**src/rtl/spi_ctrl_pkg.sv**
```systemverilog
// Shared types and helpers for the SPI transfer controller.
// - spi_state_e : sequencer states.
// - SPI_RUN/SPI_WAIT : spi_mode encodings.
// - half_period() : baud half-period H = (sppr+1) * 2^spr in PCLK cycles.
package spi_ctrl_pkg;

  typedef enum logic [2:0] {
    StIdle,
    StSetup,
    StXfer,
    StHold,
    StDone
  } spi_state_e;

  localparam logic [1:0] SPI_RUN  = 2'b00;
  localparam logic [1:0] SPI_WAIT = 2'b01;

  // Largest value is 8 * 2^7 = 1024, so 11 bits suffice.
  function automatic logic [10:0] half_period(input logic [2:0] spr, input logic [2:0] sppr);
    return 11'({1'b0, sppr} + 4'd1) << spr;
  endfunction

endpackage

```
**src/rtl/spi_baud_gen.sv**
```systemverilog
// Loadable baud down-counter.
// - clk_i, rst_i : clock, asynchronous active-high reset.
// - load_i       : restart the count at period_i-1.
// - en_i         : count while high.
// - freeze_i     : hold the count (no ticks) while high.
// - period_i     : half-period H (never 0).
// - tick_o       : one-cycle pulse every H enabled, unfrozen cycles.
module spi_baud_gen #(
  parameter int unsigned CNT_W = 11
) (
  input  logic             clk_i,
  input  logic             rst_i,
  input  logic             load_i,
  input  logic             en_i,
  input  logic             freeze_i,
  input  logic [CNT_W-1:0] period_i,
  output logic             tick_o
);

  logic [CNT_W-1:0] cnt_q, cnt_d;

  assign tick_o = en_i && !freeze_i && !load_i && (cnt_q == '0);

  always_comb begin
    cnt_d = cnt_q;
    if (load_i) begin
      cnt_d = period_i - CNT_W'(1);
    end else if (en_i && !freeze_i) begin
      // Reload on every tick so edges stay exactly H cycles apart.
      cnt_d = (cnt_q == '0) ? period_i - CNT_W'(1) : cnt_q - CNT_W'(1);
    end
  end

  always_ff @(posedge clk_i or posedge rst_i) begin
    if (rst_i) begin
      cnt_q <= '0;
    end else begin
      cnt_q <= cnt_d;
    end
  end

endmodule

```
**src/rtl/spi_transfer_controller.sv**
```systemverilog
// Master-mode SPI transfer sequencer.
// - PCLK/PRESET : clock, asynchronous active-high reset.
// - send_data, mosi_data, mstr, cpol, cpha, lsbfe, spiswai, spi_mode, spr, sppr : request/config.
// - miso : serial input.
// - ss, sclk, mosi, tip : slave select (low), SPI clock, serial out, transfer in progress.
// - receive_data, miso_data : completion pulse and received byte (held until next completion).
module spi_transfer_controller import spi_ctrl_pkg::*; #(
  parameter int unsigned DATA_W = 8,
  parameter int unsigned CNT_W  = 11
) (
  input  logic              PCLK,
  input  logic              PRESET,
  input  logic              send_data,
  input  logic [DATA_W-1:0] mosi_data,
  input  logic              mstr,
  input  logic              cpol,
  input  logic              cpha,
  input  logic              lsbfe,
  input  logic              spiswai,
  input  logic [1:0]        spi_mode,
  input  logic [2:0]        spr,
  input  logic [2:0]        sppr,
  input  logic              miso,
  output logic              ss,
  output logic              sclk,
  output logic              mosi,
  output logic              tip,
  output logic              receive_data,
  output logic [DATA_W-1:0] miso_data
);

  localparam int unsigned EdgeW = $clog2(2 * DATA_W + 1);
  localparam logic [EdgeW-1:0] LastEdge = EdgeW'(2 * DATA_W);

  spi_state_e        state_q;
  logic [DATA_W-1:0] tx_q, rx_q;
  logic [EdgeW-1:0]  edge_q;
  logic              cpol_q, cpha_q, lsbfe_q;
  logic [2:0]        spr_q, sppr_q;

  logic             start, freeze, tick, sample_edge;
  logic [EdgeW-1:0] edge_nr;
  logic [CNT_W-1:0] period;

  assign start  = (state_q == StIdle) && send_data && mstr;
  assign freeze = (spi_mode == SPI_WAIT) && spiswai;
  // The counter is loaded with the live selects on the start edge, latched ones afterwards.
  assign period = (state_q == StIdle) ? CNT_W'(half_period(spr, sppr))
                                      : CNT_W'(half_period(spr_q, sppr_q));
  assign edge_nr = edge_q + EdgeW'(1);
  // cpha=0 samples on odd edges, cpha=1 on even edges.
  assign sample_edge = edge_nr[0] ^ cpha_q;

  spi_baud_gen #(
    .CNT_W(CNT_W)
  ) u_baud (
    .clk_i   (PCLK),
    .rst_i   (PRESET),
    .load_i  (start),
    .en_i    ((state_q == StSetup) || (state_q == StXfer) || (state_q == StHold)),
    .freeze_i(freeze),
    .period_i(period),
    .tick_o  (tick)
  );

  always_ff @(posedge PCLK or posedge PRESET) begin
    if (PRESET) begin
      state_q      <= StIdle;
      ss           <= 1'b1;
      sclk         <= 1'b0;
      mosi         <= 1'b0;
      tip          <= 1'b0;
      receive_data <= 1'b0;
      miso_data    <= '0;
      tx_q         <= '0;
      rx_q         <= '0;
      edge_q       <= '0;
      cpol_q       <= 1'b0;
      cpha_q       <= 1'b0;
      lsbfe_q      <= 1'b0;
      spr_q        <= '0;
      sppr_q       <= '0;
    end else begin
      receive_data <= 1'b0;
      if (state_q == StIdle) begin
        sclk <= cpol;
        if (start) begin
          tx_q    <= mosi_data;
          cpol_q  <= cpol;
          cpha_q  <= cpha;
          lsbfe_q <= lsbfe;
          spr_q   <= spr;
          sppr_q  <= sppr;
          edge_q  <= '0;
          ss      <= 1'b0;
          tip     <= 1'b1;
          mosi    <= lsbfe ? mosi_data[0] : mosi_data[DATA_W-1];
          state_q <= StSetup;
        end
      end else if (!mstr) begin
        // Abort: drop the frame without a completion pulse.
        ss      <= 1'b1;
        tip     <= 1'b0;
        sclk    <= cpol;
        state_q <= StIdle;
      end else if (!freeze) begin
        unique case (state_q)
          StSetup: if (tick) state_q <= StXfer;
          StXfer: begin
            if (tick) begin
              edge_q <= edge_nr;
              sclk   <= (edge_nr == LastEdge) ? cpol_q : ~sclk;
              if (sample_edge) begin
                rx_q <= lsbfe_q ? {miso, rx_q[DATA_W-1:1]} : {rx_q[DATA_W-2:0], miso};
              end else if (edge_nr != EdgeW'(1) && edge_nr != LastEdge) begin
                // First bit was driven at start; nothing follows the last edge.
                if (lsbfe_q) begin
                  mosi <= tx_q[1];
                  tx_q <= tx_q >> 1;
                end else begin
                  mosi <= tx_q[DATA_W-2];
                  tx_q <= tx_q << 1;
                end
              end
              if (edge_nr == LastEdge) state_q <= StHold;
            end
          end
          StHold: if (tick) state_q <= StDone;
          StDone: begin
            miso_data    <= rx_q;
            receive_data <= 1'b1;
            ss           <= 1'b1;
            tip          <= 1'b0;
            state_q      <= StIdle;
          end
          default: state_q <= StIdle;
        endcase
      end
    end
  end

endmodule

```
**config.mk**
```make
export PLATFORM = sky130hd
export DESIGN_NAME = spi_transfer_controller
export DESIGN_NICKNAME = d
export VERILOG_FILES = /design/src/rtl/spi_ctrl_pkg.sv /design/src/rtl/spi_baud_gen.sv /design/src/rtl/spi_transfer_controller.sv
export SDC_FILE = /design/constraint.sdc
export NUM_CORES = 1
export LEC_CHECK = 0
export CORE_MARGIN = 4
export CORE_UTILIZATION = 55
export DETAILED_ROUTE_END_ITERATION = 8
export PLACE_DENSITY_LB_ADDON = 0.1
export SLEW_MARGIN = 30
export SYNTH_ARGS = -nofsm -noshare
export SYNTH_HDL_FRONTEND = slang
export SYNTH_SLANG_ARGS = --single-unit
```
**constraint.sdc**
```tcl
create_clock -name PCLK -period 2.8 [get_ports PCLK]
set_input_delay 0.56 -clock PCLK [delete_from_list [all_inputs] [get_ports PCLK]]
set_output_delay 0.56 -clock PCLK [all_outputs]
set_load 0.01 [all_outputs]
```
Word level (Yosys, flattened, before mapping):

Index checks and enable logic that the tools add are counted.

* register bits: 57
* input bits: 25
* output and inout port bits: 13
* word-level logic and storage cells: 131

* $add $sub $neg: 5
* equal/unequal tests: 19
* muxes and demuxes: 59
* shift operators: 2
* reductions and logical operators: 26
* bitwise gates (word level): 4

Operators with widths (number)
* $mux W8: 10
* $mux W11: 4
* $mux W1: 30
* $mux W5: 6
* $mux W3: 8
* $shl A4 B3 Y11: 2
* $sub A11 B1 Y11 const B: 2
* $ne A4 B4 Y1 const B: 3
* $reduce_and A6 Y1: 2
* $logic_not A11 Y1: 1
* $reduce_bool A2 Y1: 5
* $ne A3 B1 Y1 const B: 3
* $pmux W3 S3: 1
* $add A3 B1 Y4 const B: 2
* $logic_and A1 B1 Y1: 7
* $reduce_and A7 Y1: 1
* $eq A3 B2 Y1 const B: 2
* $reduce_and A3 Y1: 2
* $add A5 B1 Y5 const B: 1
* $eq A5 B5 Y1 const B: 1
* $ne A5 B1 Y1 const B: 1
* $ne A5 B5 Y1 const B: 1
* $reduce_and A5 Y1: 1
* $ne A2 B1 Y1 const B: 2
* other kinds (13): 17

Logic depth before layout (Yosys ltp):

* word-level depth: 11
* mapped depth: 11

Modules after synthesis:

From an unflattened synthesis, not the netlist that was laid out.

* cell total of the unflattened synthesis: 396
* area, all modules: 3703.6 µm²

By module, submodules not included
* spi_transfer_controller: sequential area each 1152.4 µm², cells an instance 301, times used 1, area an instance 2824.0 µm²
* spi_baud_gen: sequential area each 275.3 µm², cells an instance 95, times used 1, area an instance 879.6 µm²

Worst setup path after synthesis:

Ideal clock, no wire load.

* path type: input-to-reg
* start: input spi_mode[1]
* end: register mosi
* data arrival time: 2625 ps
* buffers on the path: 2
* stages on the path: 9
* setup slack: 50 ps
* path through: and3b_4 > or3_1 > buf_6 > or3_4 > nor4b_4 > a32oi_1 > nor2b_1 > buf_6 > mux2_4

* longest elaborated chain between the ends: 8

RTL lines
* start, declared: line spi_transfer_controller.sv:20 `input logic [1:0] spi_mode,`
* $eq A2 B1 Y1 *: line spi_transfer_controller.sv:46 `assign freeze = (spi_mode == SPI_WAIT) && spiswai;`
* $logic_and A1 B1 Y1 *: line spi_transfer_controller.sv:46
* $logic_not A1 Y1: line spi_baud_gen.sv:22 `assign tick_o = en_i && !freeze_i && !load_i && (cnt_q == '0);`
* $logic_and A1 B1 Y1 (3 in series): line spi_baud_gen.sv:22
* $reduce_bool A2 Y1 (no source line)
* $reduce_and A7 Y1 (no source line) *
* end signal, assigned: line spi_transfer_controller.sv:97 `mosi <= lsbfe ? mosi_data[0] : mosi_data[DATA_W-1];`
* end signal, assigned: line spi_transfer_controller.sv:118 `mosi <= tx_q[1];`
* end signal, assigned: line spi_transfer_controller.sv:121 `mosi <= tx_q[DATA_W-2];`
* end, declared: line spi_transfer_controller.sv:26 `output logic mosi,`

Mark *: on every way between the ends. The rest lies on a longest branch, timed or not.
A chain may end at the register's enable or synchronous reset.

Worst setup path in the final report:

* start: input spiswai
* end: register tx_q[1]

* longest elaborated chain between the ends: 7

RTL lines
* start, declared: line spi_transfer_controller.sv:19 `input logic spiswai,`
* $logic_and A1 B1 Y1 *: line spi_transfer_controller.sv:46
* $logic_not A1 Y1: line spi_baud_gen.sv:22
* $logic_and A1 B1 Y1 (3 in series): line spi_baud_gen.sv:22
* $reduce_bool A2 Y1 (no source line)
* $reduce_and A7 Y1 (no source line) *
* end signal, assigned: line spi_transfer_controller.sv:88 `tx_q <= mosi_data;`
* end signal, assigned: line spi_transfer_controller.sv:119 `tx_q <= tx_q >> 1;`
* end signal, assigned: line spi_transfer_controller.sv:122 `tx_q <= tx_q << 1;`
* end, declared: line spi_transfer_controller.sv:36 `logic [DATA_W-1:0] tx_q, rx_q;`

Marks and branches as above.

==> impl_metrics.tcl <==
set metrics [dict create \
    synth_seq_area_share 0.373 \
    clockBufferDepth 2 \
    crit-reg2reg-capture "tx_q[1]$_DFFE_PP0P_" \
    ant_nets 0 \
    drive_above_1_share 0.169 \
    p_per_area_nw_per_um2 910 \
    dr.first_iter.drc_count 232 \
    post-route-util 0.694 \
    detail_route.first_pass.iterations 5 \
    syn_area_um2 3820 \
    port_buffers 37 \
    core-area_um2 6760 \
    io-pin-count 38 \
    num_rows 30 \
    drc 0 \
    worst_pin_slew_ps 832 \
    clock_latency_ps 350 \
    power.share.combinational 0.489 \
    antenna_cells 0 \
    dieHeight_um 91.4 \
    synth_compound_area_frac 0.200 \
    synth_area_leader_cell "dfrtp_1" \
    dr_wl_met2_um 4290 \
    post_cts.repair.setup_buffers 0 \
    synth_edf_count 0 \
    vias 3437 \
    dp.cells 555 \
    finalSetupViolCount 0 \
    die_area_um2 8350 \
    fin_crit_sh 0.968 \
    final_nets 519 \
    endpoint_kind "flop" \
    synth_mux_area_frac 0.106 \
    fp.dieW_um 91.4 \
    min_from "miso_data[6]$_DFFE_PP0P_" \
    rr_startpoint "u_baud.cnt_q[0]$_DFFE_PP0P_" \
    required_ps 3030 \
    synth_top_family_by_area "simple AND/OR/NAND/NOR gates" \
    synthSimpleGateAreaFrac 0.224 \
    drv_slew 0 \
    grt_use_total 0.231 \
    seqPwrFrac 0.326 \
    synth_warnings 0 \
    grt_max_degree 32 \
    routed-wl-met3_um 377 \
    r2r_slack_ps 150 \
    antenna_found_initial 0 \
    wl_met1_um 4380 \
    power_switching_mw 1.75 \
    ys.flop_type "dfrtp_1" \
    synth.area.top_cells "dfrtp_1 37%, nand2_1 5.6%, mux2i_1 4.7%" \
    yosysTopAreaCellShare 0.367 \
    synthTopCellsByCount "57 x nand2_1, 56 x dfrtp_1, 36 x o21ai_0" \
    hold_path_depth 2 \
    syn-num-nets 461 \
    gp_congestion 0.897 \
    tns_ps 0 \
    synth-xor-area-share 0.0298 \
    drt_wl_total_um 9180 \
    wire_per_inst_um 16.1 \
    synthToLayoutAreaGrowth_pct 22.6 \
    synth-async-reset-ratio 1.00 \
    fin_cells 572 \
    slew_headroom 0.445 \
    cts-root-buf "clkbuf_8" \
    ys_ff_latch 57 \
    synth_fa_ha_area_frac 0.0229 \
    rsz0062_at_grt "no" \
    intPower_mw 2.51 \
    r2r_cells 10 \
    holdPathEnd "miso_data[6]$_DFFE_PP0P_" \
    hold_violations 0 \
    grt_overflow 0 \
    power_frac_clock 0.185 \
    status "complete, no violations" \
    start_util 0.566 \
    start_kind "primary input" \
    grt_pass1_wl_um 15800 \
    drv_cap 0 \
    synthCells 429 \
    clock_sinks 57 \
    grt_pass1_vias 3330 \
    cp_max_fo 5 \
    switching_share 0.411 \
    arrival_ps 2940 \
    hp-class "reg -> reg" \
    routed_via_density 6.01 \
    tritoncts "yes" \
    synth.distinct_cells 66 \
    numCtsBuffers 9 \
    leakage_nw 2.07 \
    top_layer "met4" \
    hpwlAfterDp_um 6700 \
    path_class "in -> reg" \
    finClkSkew_ps 12.7 \
    path_clk_slew_ps 80 \
    finalCriticalPeriod_ps 2710 \
    h-tree-depth 3 \
    yosysMostFrequentCell "nand2_1" \
    avgSynthCellArea_um2 8.91 \
    fmax_mhz 369 \
    ir_drop_mv 0.576 \
]
==> power groups by stage <==
stage	sequential, mW	clock [mW]	combinational [mW]
final	1.39	0.790	2.08
after floorplan	1.23	0	1.61
after global routing	1.44	0.839	2.32
after global placement	1.38	0	1.99
after detailed placement	1.40	0	2.04
after CTS	1.38	0.799	2.05
==> critical path: stages <==
cell             delay, ps
clkdlybuf4s50_1        390
and3b_4                190
or3_4                  320
or3_4                  360
nor4b_4                310
a32oi_1                150
nor2b_2                200
buf_6                  160
mux2_4                 300
==> what timing repair did <==
item                                   CTS  global route
resized for setup                        0            12
setup endpoints to repair                0            11
hold buffers                             0             0
endpoints found under the hold margin    0             0
==> worst max path at each step <==
stage	from	cells past startpoint	to
floorplan	spi_mode[1]	9	mosi$_DFFE_PP0P_
global placement	spi_mode[1]	9	tx_q[4]$_DFFE_PP0P_
detailed placement	spi_mode[1]	9	tx_q[1]$_DFFE_PP0P_
CTS	spi_mode[1]	9	tx_q[0]$_DFFE_PP0P_
global route	spi_mode[0]	9	tx_q[2]$_DFFE_PP0P_
finish	spiswai	9	tx_q[1]$_DFFE_PP0P_
==> final cells by class <==
type	count	area [um^2]
clock buffers	11	141
clock inverters	5	56.3
fillers	543	2070
inverters	12	45.0
multi-input cells	336	2260
flip-flops and latches	57	1430
well taps	80	100
repair buffers	71	661
==> placed cells by master, fill, tap and decap left out, types with 7 or more instances in the layout <==
cell type,Yosys,layout
a21oi_1,20,20
buf_4,2,30
clkbuf_8,0,10
clkdlybuf4s50_1,0,36
dfrtp_1,56,56
inv_1,11,10
mux2_2,8,8
mux2_4,9,9
mux2i_1,18,18
nand2_1,57,57
nand2b_1,15,15
nand3_1,7,7
nor2_1,29,29
nor3_1,16,15
o211ai_1,7,7
o21ai_0,36,36
xor2_1,7,7
==> metal layers <==
layer / up-vias / GRT usage
li1: 1684 / -
met1: 1663 / 0.328
met2: 76 / 0.359
met3: 14 / 0.0406
met4: 0 / 0.0741
met5: - / 0
==> kinds of logic after synthesis <==
| logic type | count (synthesis) |
|---|---|
| flops | 57 |
| xor+xnor | 13 |
| simple gates | 165 |
| fa+ha+maj | 7 |
| mux | 35 |
| compound gates | 116 |
| buf+inv | 36 |
==> registers in the layout, summed over array words and instances, names as in the netlist, 3 cells and up <==
| signal | count |
|---|---|
| sppr_q | 3 |
| edge_q | 5 |
| u_baud.cnt_q | 11 |
| miso_data | 8 |
| tx_q | 8 |
| rx_q | 8 |
| spr_q | 3 |
| state_q | 3 |
==> stage by stage <==
| step | worst slack, ps | instance area [um^2] | power [mW] | hold slack [ps] |
|---|---|---|---|---|
| after floorplan | 49.9 | 3820 | 2.84 | 461 |
| after global placement | -281 | 4450 | 3.37 | 457 |
| after detailed placement | -347 | 4450 | 3.44 | 465 |
| after CTS | 16.5 | 4650 | 4.23 | 484 |
| after global routing | 11.7 | 4690 | 4.60 | 521 |
| final | 89.1 | 4690 | 4.26 | 481 |
Power figures use the tool's default switching activity.
